[config.mk]
export PLATFORM = sky130hd
export DESIGN_NAME = led_blink_monitor
export DESIGN_NICKNAME = d
export VERILOG_FILES = /design/src/rtl/blink_pkg.sv /design/src/rtl/sync_edge_det.sv /design/src/rtl/led_blink_monitor.sv
export SDC_FILE = /design/constraint.sdc
export NUM_CORES = 1
export LEC_CHECK = 0
export ABC_AREA = 1
export CAP_MARGIN = 20
export CORE_ASPECT_RATIO = 1.1
export CORE_MARGIN = 1
export CORE_UTILIZATION = 40
export DETAILED_ROUTE_END_ITERATION = 8
export HOLD_SLACK_MARGIN = 0.05
export SLEW_MARGIN = 40
export SYNTH_ARGS = -nofsm -noshare
export SYNTH_HDL_FRONTEND = slang
export SYNTH_SLANG_ARGS = --single-unit
[constraint.sdc]
create_clock -name clk -period 1.95 [get_ports clk]
set_clock_uncertainty 0.15 [all_clocks]
set_input_delay 0.2925 -clock clk [delete_from_list [all_inputs] [get_ports clk]]
set_output_delay 0.2925 -clock clk [all_outputs]
set_load 0.02 [all_outputs]
[src/rtl/blink_pkg.sv]
`default_nettype none
// ============================================================================
// Module  : blink_pkg
// Brief   : Shared types and default timing for the LED blink generator and
//           the LED blink monitor.
// Revision: 1.0 - initial release
// ============================================================================
package blink_pkg;

  // Monitor tracking states
  typedef enum logic [1:0] {
    SEEK   = 2'd0,
    MEAS   = 2'd1,
    LOCKED = 2'd2,
    STUCK  = 2'd3
  } state_e;

  // Default blink timing. The generator toggles its output every
  // c_def_num_count cycles, so its count equals the monitor's half-period.
  localparam int c_def_half_period = 5;
  localparam int c_def_num_count   = c_def_half_period;
  localparam int c_def_tol         = 1;
  localparam int c_def_lock_n      = 4;
  localparam int c_def_timeout     = 20;
  localparam int c_def_cnt_w       = 16;

endpackage : blink_pkg
`default_nettype wire

[src/rtl/sync_edge_det.sv]
`default_nettype none
// ============================================================================
// Module  : sync_edge_det
// Brief   : Two-flop synchronizer for an asynchronous level, followed by a
//           registered any-polarity edge pulse.
// Revision: 1.0 - initial release
// ============================================================================
module sync_edge_det (
  input  logic clk,
  input  logic rst,
  input  logic d_i,
  output logic lvl_o,
  output logic edge_o
);

  logic r_sync1;
  logic r_sync2;
  logic r_prev;
  logic r_edge;

  // Synchronize d_i, remember the previous synchronized level, register the change
  always_ff @(posedge clk) begin
    if (rst) begin
      r_sync1 <= 1'b0;
      r_sync2 <= 1'b0;
      r_prev  <= 1'b0;
      r_edge  <= 1'b0;
    end else begin
      r_sync1 <= d_i;
      r_sync2 <= r_sync1;
      r_prev  <= r_sync2;
      r_edge  <= r_sync2 ^ r_prev;
    end
  end

  assign lvl_o  = r_sync2;
  assign edge_o = r_edge;

endmodule : sync_edge_det
`default_nettype wire

[src/rtl/led_blink_monitor.sv]
`default_nettype none
// ============================================================================
// Module  : led_blink_monitor
// Brief   : Receive-side checker for the LED blink line. Measures the cycles
//           between toggles, flags out-of-tolerance intervals, declares lock
//           after a run of good intervals and detects a stuck line.
// Revision: 1.0 - initial release
// ============================================================================
module led_blink_monitor
  import blink_pkg::*;
#(
  parameter int HALF_PERIOD = c_def_half_period,
  parameter int TOL         = c_def_tol,
  parameter int LOCK_N      = c_def_lock_n,
  parameter int TIMEOUT     = c_def_timeout,
  parameter int CNT_W       = c_def_cnt_w
) (
  input  logic             clk,
  input  logic             rst,
  input  logic             led_i,
  input  logic             en_i,
  output logic             locked_o,
  output logic             err_o,
  output logic             stuck_o,
  output logic [CNT_W-1:0] period_o,
  output logic [15:0]      edge_cnt_o
);

  // Refuse to build with a tolerance window or timeout that cannot work
  if (TOL >= HALF_PERIOD) begin : g_chk_tol
    $error("led_blink_monitor: TOL must be smaller than HALF_PERIOD");
  end
  if (TIMEOUT <= HALF_PERIOD + TOL) begin : g_chk_timeout
    $error("led_blink_monitor: TIMEOUT must exceed HALF_PERIOD+TOL");
  end
  if (CNT_W < 32 && longint'(TIMEOUT) >= (64'd1 << CNT_W)) begin : g_chk_cnt_w
    $error("led_blink_monitor: CNT_W too narrow to hold TIMEOUT");
  end

  localparam int               c_gr_w    = $clog2(LOCK_N + 1);
  localparam logic [CNT_W-1:0] c_lo      = CNT_W'(HALF_PERIOD - TOL);
  localparam logic [CNT_W-1:0] c_hi      = CNT_W'(HALF_PERIOD + TOL);
  localparam logic [CNT_W-1:0] c_timeout = CNT_W'(TIMEOUT);
  localparam logic [c_gr_w-1:0] c_last_gr = c_gr_w'(LOCK_N - 1);

  state_e             r_state;
  logic [CNT_W-1:0]   r_iv_cnt;
  logic [c_gr_w-1:0]  r_good_run;
  logic [CNT_W-1:0]   r_period;
  logic [15:0]        r_edge_cnt;
  logic               r_locked;
  logic               r_err;
  logic               r_stuck;

  logic w_edge;
  logic w_lvl_unused;  // synchronized level is not needed by the monitor
  logic w_good;
  logic w_timeout;

  sync_edge_det u_sync (
    .clk    (clk),
    .rst    (rst),
    .d_i    (led_i),
    .lvl_o  (w_lvl_unused),
    .edge_o (w_edge)
  );

  // The interval being closed by an edge is the current counter value
  assign w_good    = (r_iv_cnt >= c_lo) && (r_iv_cnt <= c_hi);
  assign w_timeout = (r_iv_cnt == c_timeout);

  // Interval counter, edge counter and tracking FSM with registered state decodes
  always_ff @(posedge clk) begin
    if (rst) begin
      r_state    <= SEEK;
      r_iv_cnt   <= '0;
      r_good_run <= '0;
      r_period   <= '0;
      r_edge_cnt <= '0;
      r_locked   <= 1'b0;
      r_err      <= 1'b0;
      r_stuck    <= 1'b0;
    end else if (!en_i) begin
      // Disabled: forget all tracking, keep the last reported period
      r_state    <= SEEK;
      r_iv_cnt   <= '0;
      r_good_run <= '0;
      r_edge_cnt <= '0;
      r_locked   <= 1'b0;
      r_err      <= 1'b0;
      r_stuck    <= 1'b0;
    end else begin
      r_err <= 1'b0;

      if (w_edge) begin
        r_iv_cnt   <= CNT_W'(1);
        r_edge_cnt <= r_edge_cnt + 16'd1;
      end else if (!w_timeout) begin
        r_iv_cnt <= r_iv_cnt + CNT_W'(1);
      end

      unique case (r_state)
        SEEK: begin
          // First edge only opens an interval; nothing to measure yet
          if (w_edge) begin
            r_state    <= MEAS;
            r_good_run <= '0;
          end
        end

        MEAS: begin
          if (w_edge) begin
            r_period <= r_iv_cnt;
            if (w_good) begin
              r_good_run <= r_good_run + c_gr_w'(1);
              if (r_good_run == c_last_gr) begin
                r_state  <= LOCKED;
                r_locked <= 1'b1;
              end
            end else begin
              r_err      <= 1'b1;
              r_good_run <= '0;
            end
          end else if (w_timeout) begin
            r_state    <= STUCK;
            r_stuck    <= 1'b1;
            r_good_run <= '0;
          end
        end

        LOCKED: begin
          if (w_edge) begin
            r_period <= r_iv_cnt;
            if (!w_good) begin
              r_err      <= 1'b1;
              r_state    <= MEAS;
              r_locked   <= 1'b0;
              r_good_run <= '0;
            end
          end else if (w_timeout) begin
            r_state    <= STUCK;
            r_locked   <= 1'b0;
            r_stuck    <= 1'b1;
            r_good_run <= '0;
          end
        end

        STUCK: begin
          // The line moved again: restart measuring without blaming the gap
          if (w_edge) begin
            r_state <= MEAS;
            r_stuck <= 1'b0;
          end
        end

        default: r_state <= SEEK;
      endcase
    end
  end

  assign locked_o   = r_locked;
  assign err_o      = r_err;
  assign stuck_o    = r_stuck;
  assign period_o   = r_period;
  assign edge_cnt_o = r_edge_cnt;

endmodule : led_blink_monitor
`default_nettype wire

==> out/results.txt <==
Starting Density - 41.7%
Post-CTS resize count - 0
CP max-delay cell - clkdlybuf4s50_1
Logic pwr share - 4.1%
Num CTS Buffers - 9
Top_reg_cell synth - dfxtp_1
Hold path depth - 2
Max_cap viols - 0
Seq pwr share - 47.3%
Initial antenna violation count - 0
Crit Path Category - flip-flop to output port
Post-synthesis xor/xnor area fraction - 0.597%
# setup viols final - 0
Routed Antenna Nets - 0
I/O Pins - 39
I/O Buffers - 38
Crit path launch type - flip-flop
Largest net degree at the start of global routing - 22
CORE AREA - 7050 um2
CTS H-tree depth - 3
Synthesized flop and latch total - 60
Multi-input logic area - 1470 um2
Fin nets - 464
Drt pass-1 iters - 4
Post-DP HPWL - 5070 um
Die area - 7690 um2
Required time of the critical path - 1.51 ns
Placed cells - 524
Worst VDD drop - 378 uV
Post-route setup slack - 0.120 ns
Routed wl met2 - 3360 um
Headroom to the max-slew limit - 75.1%
Yosys cell types - 33
Hold Path Class - flip-flop to flip-flop
DRC Markers - 0
Die H - 91.9 um
Worst-path cell chain - clkdlybuf4s50_1
Synth Instances - 404
Int Power - 2.02 mW
Place WS - 0.0975 ns
Least-Margin Pin Slew - 0.373 ns
Finished Cell Area - 3670 um2
Register area - 1200 um2
Min-delay src - u_sync.r_sync1
Biggest cell delay along the critical path - 0.63 ns
Crit share post-route - 93.8%
Worst EP arrival - 1.39 ns
Clock power share - 48.7%
Post-synth net total - 418
Avg Cell Area, Syn - 7.27 um2
Fill count - 705
FF-to-FF path depth - 11
Overall routing resource usage - 19.5%
Routed vias - 2732
Post-Route WL - 7020 um
Clock slew at reported path FFs - 0.07 ns
Status - completed
CTS Hold Bufs - 0
Buf/Inv on CP - 1
DR WL/cell - 13.0 um
Post-synthesis simple-gate area fraction - 32.3%
Final hold vios - 0
Vias in the first global route - 2574
Root Driver - clkbuf_8
Sequential share of the synthesized area - 40.9%
Placed instance area - 3430 um2
Power Dens Cells - 714 nW/um2
CTS tree - built
Final setup TNS - 0 ns
Num Clock Sinks - 60
Synth-to-Final Area Change - 25.0%
Top post-synthesis cells by area - dfxtp_1 41%, nand2_1 10%, a21oi_1 8.0%, inv_1 6.3%, nand4_1 6.2%
Yosys top cell by area - dfxtp_1
Switch share - 23.0%
Fin crit period - 1.83 ns
Largest family of logic cells by synthesized area - simple AND/OR/NAND/NOR gates
Final Slew Violations - 0
Post-synth EDFFs - 0
YS warnings - 0
First-pass GRT wire length - 11800 um
Vias per cell - 5.06
Multiplexer share of the synthesized area - 0%
FF-to-FF setup slack - 0.14 ns
Mapped Area - 2940 um2
N_diodes - 0
WHS - 0.256 ns
Global placer's final weighted congestion - 0.869
Final core occ - 52.1%
Grt total ovfl - 0
Adder-Cell Fraction of Synth Area - 4.26%
1st-iter DRT viols - 159
Layout cells sized above 1 - 11.9%
Skew-Pair Late Insertion Delay - 0.35 ns
Max Buffers Root-to-Sink - 2
Reg-to-reg endpoint - r_good_run[0]
CP top delay family - buffers and inverters
RR Startpoint - r_iv_cnt[0]
Top-area cell type share of the netlist area - 40.9%
Die Wd - 83.7 um
Hold Path End - u_sync.lvl_o
Final std cells w/o fill - 540
P_leak - 1.34 nW
Fraction of registers with async set/reset - 0%
Routed length on met3 - 394 um
Highest metal used - met4
Total power - 2.62 mW
RSZ-0062 raised after global routing - false
Metal1 wirelength - 3170 um
Fmax - 547 MHz
Floorplan row count - 32
Worst-path fanout max - 5
Post-synthesis compound-gate area fraction - 12.4%
Switching pwr - 603 uW
Crit. End Element - output port
Post-CTS Setup Bufs - 0
## synthesized netlist by cell type, types with 3 or more instances
library cell and n:
nor2_2 5, nor2_4 3, clkbuf_1 9, o21ai_0 14, inv_1 49, ha_1 10
nand2_1 79, nor3_1 12, dfxtp_1 60, nor2_1 38, nand4_1 29, a21oi_1 47
inv_2 3, nand3_1 15, nand3_2 5, a211oi_1 3
## cells by family (layout without fill, tap and decap cells)
kind of cell,count (synthesis),count (layout)
AOI/OAI and AO/OA,69,69
buffers and inverters,68,119
xor gates and xnor gates,2,2
and+or+nand+nor,195,195
DFF,60,60
adders and majority gates,10,10
## cells in the final DEF (no fill, tap or decap), drive strengths merged
cell / count
a211oi: 3
a21oi: 47
buf: 12
bufinv: 2
clkbuf: 10
clkdlybuf4s50: 38
clkinv: 2
clkinvlp: 3
dfxtp: 60
ha: 10
inv: 52
nand2: 81
nand3: 20
nand3b: 1
nand4: 30
nor2: 46
nor3: 14
nor4: 2
o21ai: 16
o21bai: 1
o31ai: 2
or2: 1
xnor2: 1
xor2: 1
## power by group through the flow
stage	Sequential [mW]	Combinational [mW]	Clock (mW)
after floorplan	1.26	0.0726	0
after global placement	1.27	0.105	0
after detailed placement	1.27	0.106	0
after CTS	1.24	0.107	1.30
after global routing	1.24	0.120	1.35
final	1.24	0.106	1.28
## final cells by class
class / count / area share (%)
Clock buffer: 10 / 3.75
Clock inverter: 6 / 2.39
Inverter: 53 / 5.42
Multi-Input combinational cell: 276 / 39.9
Sequential cell: 60 / 32.8
Tap cell: 85 / 2.90
Timing Repair Buffer: 50 / 12.8
## flip-flops by register name, indices dropped and copies added, names as in the netlist
name,count
edge_cnt_o,16
err_o,1
locked_o,1
period_o,16
r_good_run,3
r_iv_cnt,16
r_state,2
stuck_o,1
u_sync.edge_o,1
u_sync.lvl_o,1
u_sync.r_prev,1
u_sync.r_sync1,1
## worst max path at each step
| stage | slack [ns] | cells past startpoint | end | from |
|---|---|---|---|---|
| after floorplan | 0.17 | 8 | edge_cnt_o[12] | edge_cnt_o[0] |
| after global placement | 0.13 | 7 | r_iv_cnt[8] | en_i |
| after detailed placement | 0.1 | 7 | r_iv_cnt[2] | en_i |
| after CTS | 0.08 | 1 | edge_cnt_o[0] | edge_cnt_o[0] |
| after global routing | 0.01 | 11 | r_good_run[0] | r_iv_cnt[0] |
| final | 0.12 | 1 | edge_cnt_o[8] | edge_cnt_o[8] |
## layer usage
| metal | vias up | track usage [%] |
|---|---|---|
| met5 | - | 0 |
| met4 | 0 | 7.20 |
| met3 | 7 | 6.03 |
| met2 | 61 | 32.6 |
| met1 | 1231 | 23.4 |
| li1 | 1433 | - |
(Power assumes the default switching activity.)
